[src/rtl/vga_select_scheduler.sv]
// vga_select_scheduler
//   Frame-synchronous controller for the colour select of the VGA pixel stage.
//   Colour-change requests arrive over a level req / pulse ack handshake. They
//   are applied only on a frame boundary (vsync falling edge), so the displayed
//   colour never changes mid-frame. An optional auto-cycle mode increments the
//   colour every FRAMES_PER_STEP frames.
//
// Parameters
//   FRAMES_PER_STEP : auto-cycle period in frames (>= 1)
//   INIT_SEL        : select value after reset
// Ports
//   clk        in   pixel clock (same clock as the sync generator)
//   rst        in   asynchronous active-low reset
//   vsync      in   active-low vertical sync, already in the clk domain
//   req        in   colour-change request, level, held until ack
//   req_sel    in   requested colour {R,G,B}, stable while req is high
//   auto_en    in   auto-cycle enable, sampled only on frame boundaries
//   select     out  registered colour select to the pixel stage
//   ack        out  one-cycle pulse when the request has been applied
//   busy       out  a request is accepted and pending (state != IDLE)
//   frame_tick out  one-cycle pulse per frame boundary
module vga_select_scheduler #(
  parameter int         FRAMES_PER_STEP = 60,
  parameter logic [2:0] INIT_SEL        = 3'b111
) (
  input  logic       clk,
  input  logic       rst,
  input  logic       vsync,
  input  logic       req,
  input  logic [2:0] req_sel,
  input  logic       auto_en,
  output logic [2:0] select,
  output logic       ack,
  output logic       busy,
  output logic       frame_tick
);

  localparam int CNT_W = (FRAMES_PER_STEP > 1) ? $clog2(FRAMES_PER_STEP) : 1;
  localparam logic [CNT_W-1:0] CNT_LAST = CNT_W'(FRAMES_PER_STEP - 1);

  typedef enum logic [1:0] {
    IDLE  = 2'd0,
    PEND  = 2'd1,
    APPLY = 2'd2
  } state_t;

  state_t           state;
  state_t           state_nxt;
  logic             vsync_d;
  logic             boundary;
  logic             take_req;
  logic             do_apply;
  logic [2:0]       pend_sel;
  logic [CNT_W-1:0] cnt;

  // vsync falling edge: the one cycle per frame where changes are allowed
  assign boundary = vsync_d & ~vsync;
  assign busy     = (state != IDLE);

  always_comb begin
    state_nxt = state;
    take_req  = 1'b0;
    do_apply  = 1'b0;
    case (state)
      IDLE: begin
        if (req) begin
          take_req  = 1'b1;
          state_nxt = PEND;
        end
      end
      PEND: begin
        if (boundary) begin
          do_apply  = 1'b1;
          state_nxt = APPLY;
        end
      end
      APPLY: begin
        state_nxt = IDLE;
      end
      default: begin
        state_nxt = IDLE;
      end
    endcase
  end

  always_ff @(posedge clk or negedge rst) begin
    if (!rst) begin
      state <= IDLE;
    end else begin
      state <= state_nxt;
    end
  end

  always_ff @(posedge clk or negedge rst) begin
    if (!rst) begin
      vsync_d    <= 1'b1;
      frame_tick <= 1'b0;
      ack        <= 1'b0;
      pend_sel   <= 3'b000;
      select     <= INIT_SEL;
      cnt        <= '0;
    end else begin
      vsync_d    <= vsync;
      frame_tick <= boundary;
      ack        <= do_apply;
      if (take_req) begin
        pend_sel <= req_sel;
      end
      // A manual apply overrides any auto step due on the same boundary and
      // restarts the auto-cycle period from this frame.
      if (do_apply) begin
        select <= pend_sel;
        cnt    <= '0;
      end else if (boundary) begin
        if (auto_en) begin
          if (cnt == CNT_LAST) begin
            cnt    <= '0;
            select <= select + 3'd1;
          end else begin
            cnt <= cnt + CNT_W'(1);
          end
        end else begin
          cnt <= '0;
        end
      end
    end
  end

endmodule
[config.mk]
export PLATFORM = sky130hd
export DESIGN_NAME = vga_select_scheduler
export DESIGN_NICKNAME = d
export VERILOG_FILES = /design/src/rtl/vga_select_scheduler.sv
export SDC_FILE = /design/constraint.sdc
export NUM_CORES = 1
export LEC_CHECK = 0
export ABC_AREA = 1
export BUFFER_PORTS_ARGS = -buffer_cell sky130_fd_sc_hd__buf_2
export CELL_PAD_IN_SITES_DETAIL_PLACEMENT = 1
export CELL_PAD_IN_SITES_GLOBAL_PLACEMENT = 2
export CORE_ASPECT_RATIO = 0.5
export CORE_MARGIN = 2
export CORE_UTILIZATION = 32
export CTS_CLUSTER_DIAMETER = 100
export DETAILED_ROUTE_END_ITERATION = 10
export GPL_ROUTABILITY_DRIVEN = 0
export PLACE_DENSITY_LB_ADDON = 0.25
export SETUP_SLACK_MARGIN = 0.2
export SLEW_MARGIN = 20
export SYNTH_ARGS = -nofsm -noshare
export SYNTH_HDL_FRONTEND = slang
export SYNTH_SLANG_ARGS = --single-unit
[constraint.sdc]
create_clock -name clk -period 1.5 [get_ports clk]
set_clock_uncertainty 0.1 [all_clocks]
set_input_delay 0.15 -clock clk [delete_from_list [all_inputs] [get_ports clk]]
set_output_delay 0.15 -clock clk [all_outputs]
set_load 0.03 [all_outputs]
* Word-level counts from Yosys, hierarchy flattened
Index checks and enable logic that the tools add are counted.
** Word-level totals
- Flip-flop bits (word level) :: 17
- Word-level logic and storage cells :: 37
- Input bits :: 8
** Cells by class
- $add $sub $neg :: 2
- Bitwise gates (word level) :: 2
- Reduce and logical (&&, ||, !) cells :: 7
- Equality and inequality tests :: 4
- Mux-type cells :: 15
** Operators with widths (count)
- two-way mux 6 bit :: 4
- two-way mux 3 bit :: 4
- nonzero test 2 bit :: 4
- adder 6 x 1 -> 6 bit (second input constant) :: 1
- equality test 6 bit (second input constant) :: 1
- two-way mux 1 bit :: 4
- two-way mux 2 bit :: 2
- inequality test 2 bit (second input constant) :: 2
- one-hot mux 2 bit (2 select lines) :: 1
- adder 3 x 1 -> 3 bit (second input constant) :: 1
- AND reduction 3 bit :: 1
- equality test 2 x 1 -> 1 bit (second input constant) :: 1
- zero test 2 bit :: 1
- AND reduction 2 bit :: 1
- bitwise AND 1 bit :: 1
- inverter 1 bit :: 1

* Logic depth before layout (Yosys ltp)
- Word-level depth :: 6
- Mapped depth :: 7
- Mapped depth without buffers :: 7

* Worst setup path after synthesis
No wires, ideal clock.
- Path type :: reg-to-reg
- Start point :: reg select[0]
- End point :: reg select[2]
- Setup time :: 0.061 ns
- Setup slack :: 0.217 ns
- Data arrival time :: 1.122 ns
- Cell stages (with the launch flop) :: 7
- Path through :: dfstp_2 ha_1 xor2_1 nand2_1 nand2_1 nand2_1 nand2_1
** On the way
- Cells in the longest elaborated chain, start to end :: 5
** RTL lines
- from (decl) :: line 32 : output logic [2:0] select,
- from (signal assigned) :: line 112 : select <= pend_sel;
- from (signal assigned) :: line 118 : select <= select + 3'd1;
- adder 3 x 1 -> 3 bit :: line 118
- two-way mux 3 bit :: line 116 : if (cnt == CNT_LAST) begin
- two-way mux 3 bit :: line 115 : if (auto_en) begin
- two-way mux 3 bit :: line 114 : end else if (boundary) begin
- two-way mux 3 bit :: line 111 : if (do_apply) begin
Every way passes these cells. The select of a mux whose other input is x is not followed.
A chain may end at the register's enable or synchronous reset.

* Final worst setup path
- Start point :: reg vsync_d
- End point :: reg cnt[5]
** On the way
- Cells in the longest elaborated chain, start to end :: 4
- Elaborated cells between the ends (all ways) :: 5
- Classes of those cells :: mux: 3; bitwise: 1; reduce/logical: 1
** RTL lines
- from (decl) :: line 49 : logic vsync_d;
- from (signal assigned) :: line 103 : vsync_d <= vsync;
- bitwise AND 1 bit * :: line 57 : assign boundary = vsync_d & ~vsync;
- named net boundary :: line 50 : logic boundary;
- two-way mux 1 bit :: line 72 : if (boundary) begin
- two-way mux 1 bit :: line 64 : case (state)
- two-way mux 6 bit or nonzero test 2 bit (tied branches)
- to (signal assigned) :: line 120 : cnt <= cnt + CNT_W'(1);
- to (decl) :: line 54 : logic [CNT_W-1:0] cnt;
The timed path passes the listed nets; every way through them passes the cells marked *.

==> flow_metrics.env <==
export IMPL_run_status="finished, final reports clean"
export IMPL_post_synth_top_area_cell="dfrtp_1"
export IMPL_clkTransAtPathRegs_ns=0.07
export IMPL_multiInputGateArea_um2=429
export IMPL_detailed_place_hpwl_um=1390
export IMPL_die_h_um=40.9
export IMPL_synth_compound_area_share=0.0173
export IMPL_synthXorXnorAreaFrac=0.0302
export IMPL_cap_viol_max_count=0
export IMPL_ff_latch_area_um2=430
export IMPL_finalNetCount=143
export IMPL_insertedDiodeCount=0
export IMPL_placementRows=13
export IMPL_drt_pre_antenna_iters=2
export IMPL_drive_gt1_frac=0.364
export IMPL_tritoncts="done"
export IMPL_ir_worst_vdd_mv=0.725
export IMPL_timing_critical_path_from_type="register"
export IMPL_clk_insertion_delay_late_ns=0.25
export IMPL_setup_worst_path_end_class="register"
export IMPL_postSynthNetCount=113
export IMPL_syn_avg_cell_area_um2=8.44
export IMPL_fillerInstances=329
export IMPL_highest_count_cells_in_the_layout_ignoring_fill_and_taps="nand2_1 (31), nand3_1 (13), dfrtp_1 (13), buf_2 (11)"
export IMPL_crit_type="register to register"
export IMPL_grt_usage=0.151
export IMPL_area_growth_synth_to_final_pct=35.5
export IMPL_cts_htree_levels=1
export IMPL_post_synth_and_or_nand_nor_area_fraction=0.381
export IMPL_stdcell_count=169
export IMPL_via_count=741
export IMPL_detail_route_wirelength_um=2120
export IMPL_timing_critical_path_fanout_max=6
export IMPL_synth_seq_area_share=0.495
export IMPL_cp_arrival_ns=1.41
export IMPL_final_hold_violation_count=0
export IMPL_core_area_mm2=0.00259
export IMPL_drc=0
export IMPL_synth_mux_area_frac=0
export IMPL_cts_made_buffers=3
export IMPL_ys_ff_latch=17
export IMPL_worst_ep_required_time_ns=1.54
export IMPL_totalPowerFinal_w=0.00169
export IMPL_initial_utilization=0.336
export IMPL_post_synth_top_area_share=0.374
export IMPL_smallest_hold_slack_ns=0.0301
export IMPL_grt_max_degree=18
export IMPL_grt_pass1_wl_um=3390
export IMPL_netlist_instances=103
export IMPL_yosys_area_share_adder=0.0288
export IMPL_drv_slew=0
export IMPL_routed_via_density=4.38
export IMPL_mostFrequentLayoutCell="nand2_1"
export IMPL_min_period_ns=1.36
export IMPL_synth_lib_cells_used_distinct=18
export IMPL_clock_sinks=17
export IMPL_grt_pass1_vias=723
export IMPL_static_leakage_power_nw=0.607
export IMPL_postPlaceCellArea_um2=981
export IMPL_rsz0062_at_grt="true"
export IMPL_antenna_found_initial=0
export IMPL_layout_cell_area_non_filler_mm2=0.00118
export IMPL_numPortBuffers=13
export IMPL_drtAntennaViolNets=0
export IMPL_power_density_cell_area_mw_per_mm2=1430
export IMPL_cts_root_buffer_cell="clkbuf_8"
export IMPL_route_detailed_wl_per_inst_um=12.5
export IMPL_slew_headroom=0.731
export IMPL_min_delay_path_class="primary input to register"
export IMPL_post_synthesis_instance_area_um2=870
export IMPL_final_layout_setup_total_negative_slack_ns=0
export IMPL_yosys_warnings=0
export IMPL_floorplan_die_width_um=77.7
export IMPL_finalSetupViolCount=0
export IMPL_worst_slew_pin_slew_ns=0.403
export IMPL_synthTopCellsByArea="dfrtp_1 (37%), nand2_1 (14%), dfstp_2 (12%)"
export IMPL_dp_cells=153
export IMPL_global_route_overflow_total=0
export IMPL_initialDrtViolationCount=12
export IMPL_design_die_area_mm2=0.00318
export IMPL_period_share=0.908
export IMPL_maxClockFrequency_ghz=0.734
export IMPL_io_pins=14
export IMPL_longest_clk_path_bufs=2
export IMPL_synth_top_family_by_area="simple AND/OR/NAND/NOR gates"
==> critical path, cell delays in order (launching register included) <==
cell and delay, ns:
dfstp_2 0.58, inv_2 0.05, nor2_4 0.13, nand2_4 0.09, nand2_2 0.07, nor2_2 0.04, nor2_4 0.12, nor2_1 0.06
==> kinds of logic after synthesis <==
group	count (synthesis)
flops	17
fa+ha+maj	2
compound gates	3
simple gates	67
buf+inv	11
xor+xnor	3
==> metal layers <==
layer / track usage / part of all wire / up-vias
met2: 0.280 / 0.48 / 8
met5: 0 / 0 / -
li1: - / - / 383
met1: 0.180 / 0.49 / 348
met4: 0.0402 / 0.0038 / 0
met3: 0.0463 / 0.025 / 2
==> through the flow <==
stage,setup WS [ns],utilization
floorplan,0.217,-
global placement,0.111,0.379
detailed placement,0.110,0.379
CTS,0.111,0.443
global route,0.0641,0.456
finish,0.137,0.456
==> synthesized netlist by cell type <==
cell type and count:
dfrtp_1 13, nand2_2 2, ha_1 2, nand4_1 1, nand2_4 2, xnor2_1 1
nor2_1 8, o21ai_1 1, o21ai_0 2, nand2_1 32, inv_1 9, xor2_1 2
nor2_2 3, inv_2 2, nor2_4 4, or2_0 1, dfstp_2 4, nand3_1 14
==> sequential cells by signal (all words and copies together), names as in the netlist <==
name and cells:
ack 1, cnt 6, frame_tick 1, pend_sel 3, select 3, state 2
vsync_d 1
==> power breakdown <==
part / leakage (nW) / internal, W / switching (W) / total (W)
combinational: 0.369 / 0.000267 / 0.000382 / 0.000649
sequential: 0.213 / 0.000596 / 0.0000938 / 0.000690
clock: 0.0255 / 0.000184 / 0.000167 / 0.000351
==> area by class of cell <==
class                           instances  area share
Clock inverter                          1     0.00425
Timing Repair Buffer                   25       0.157
Sequential cell                        17       0.365
Multi-Input combinational cell         75       0.364
Tap cell                               37      0.0393
Clock buffer                            3      0.0350
Inverter                               11      0.0350
==> worst paths after layout <==
check	start	cells after the start	end	slack, ns
max	vsync_d$_DFF_PN1_	7	cnt[5]$_DFFE_PN0P_	0.14
min	req_sel[2]	3	pend_sel[2]$_DFFE_PN0P_	0.03
max reg2reg	vsync_d$_DFF_PN1_	7	cnt[5]$_DFFE_PN0P_	0.14
min reg2reg	pend_sel[1]$_DFFE_PN0P_	2	pend_sel[1]$_DFFE_PN0P_	0.38
max in group asynchronous	rst	2	vsync_d$_DFF_PN1_	0.70
min in group asynchronous	rst	2	pend_sel[1]$_DFFE_PN0P_	0.27
==> repair_timing <==
item / in CTS / in global routing
gates cloned: 0 / 0
hold buffers: 2 / 0
resized for setup: 7 / 7
setup endpoints to repair: 8 / 10
setup buffers: 8 / 2
hold endpoints to repair: 14 / 0
pin swaps: 6 / 9
Power figures use the tool's default switching activity.
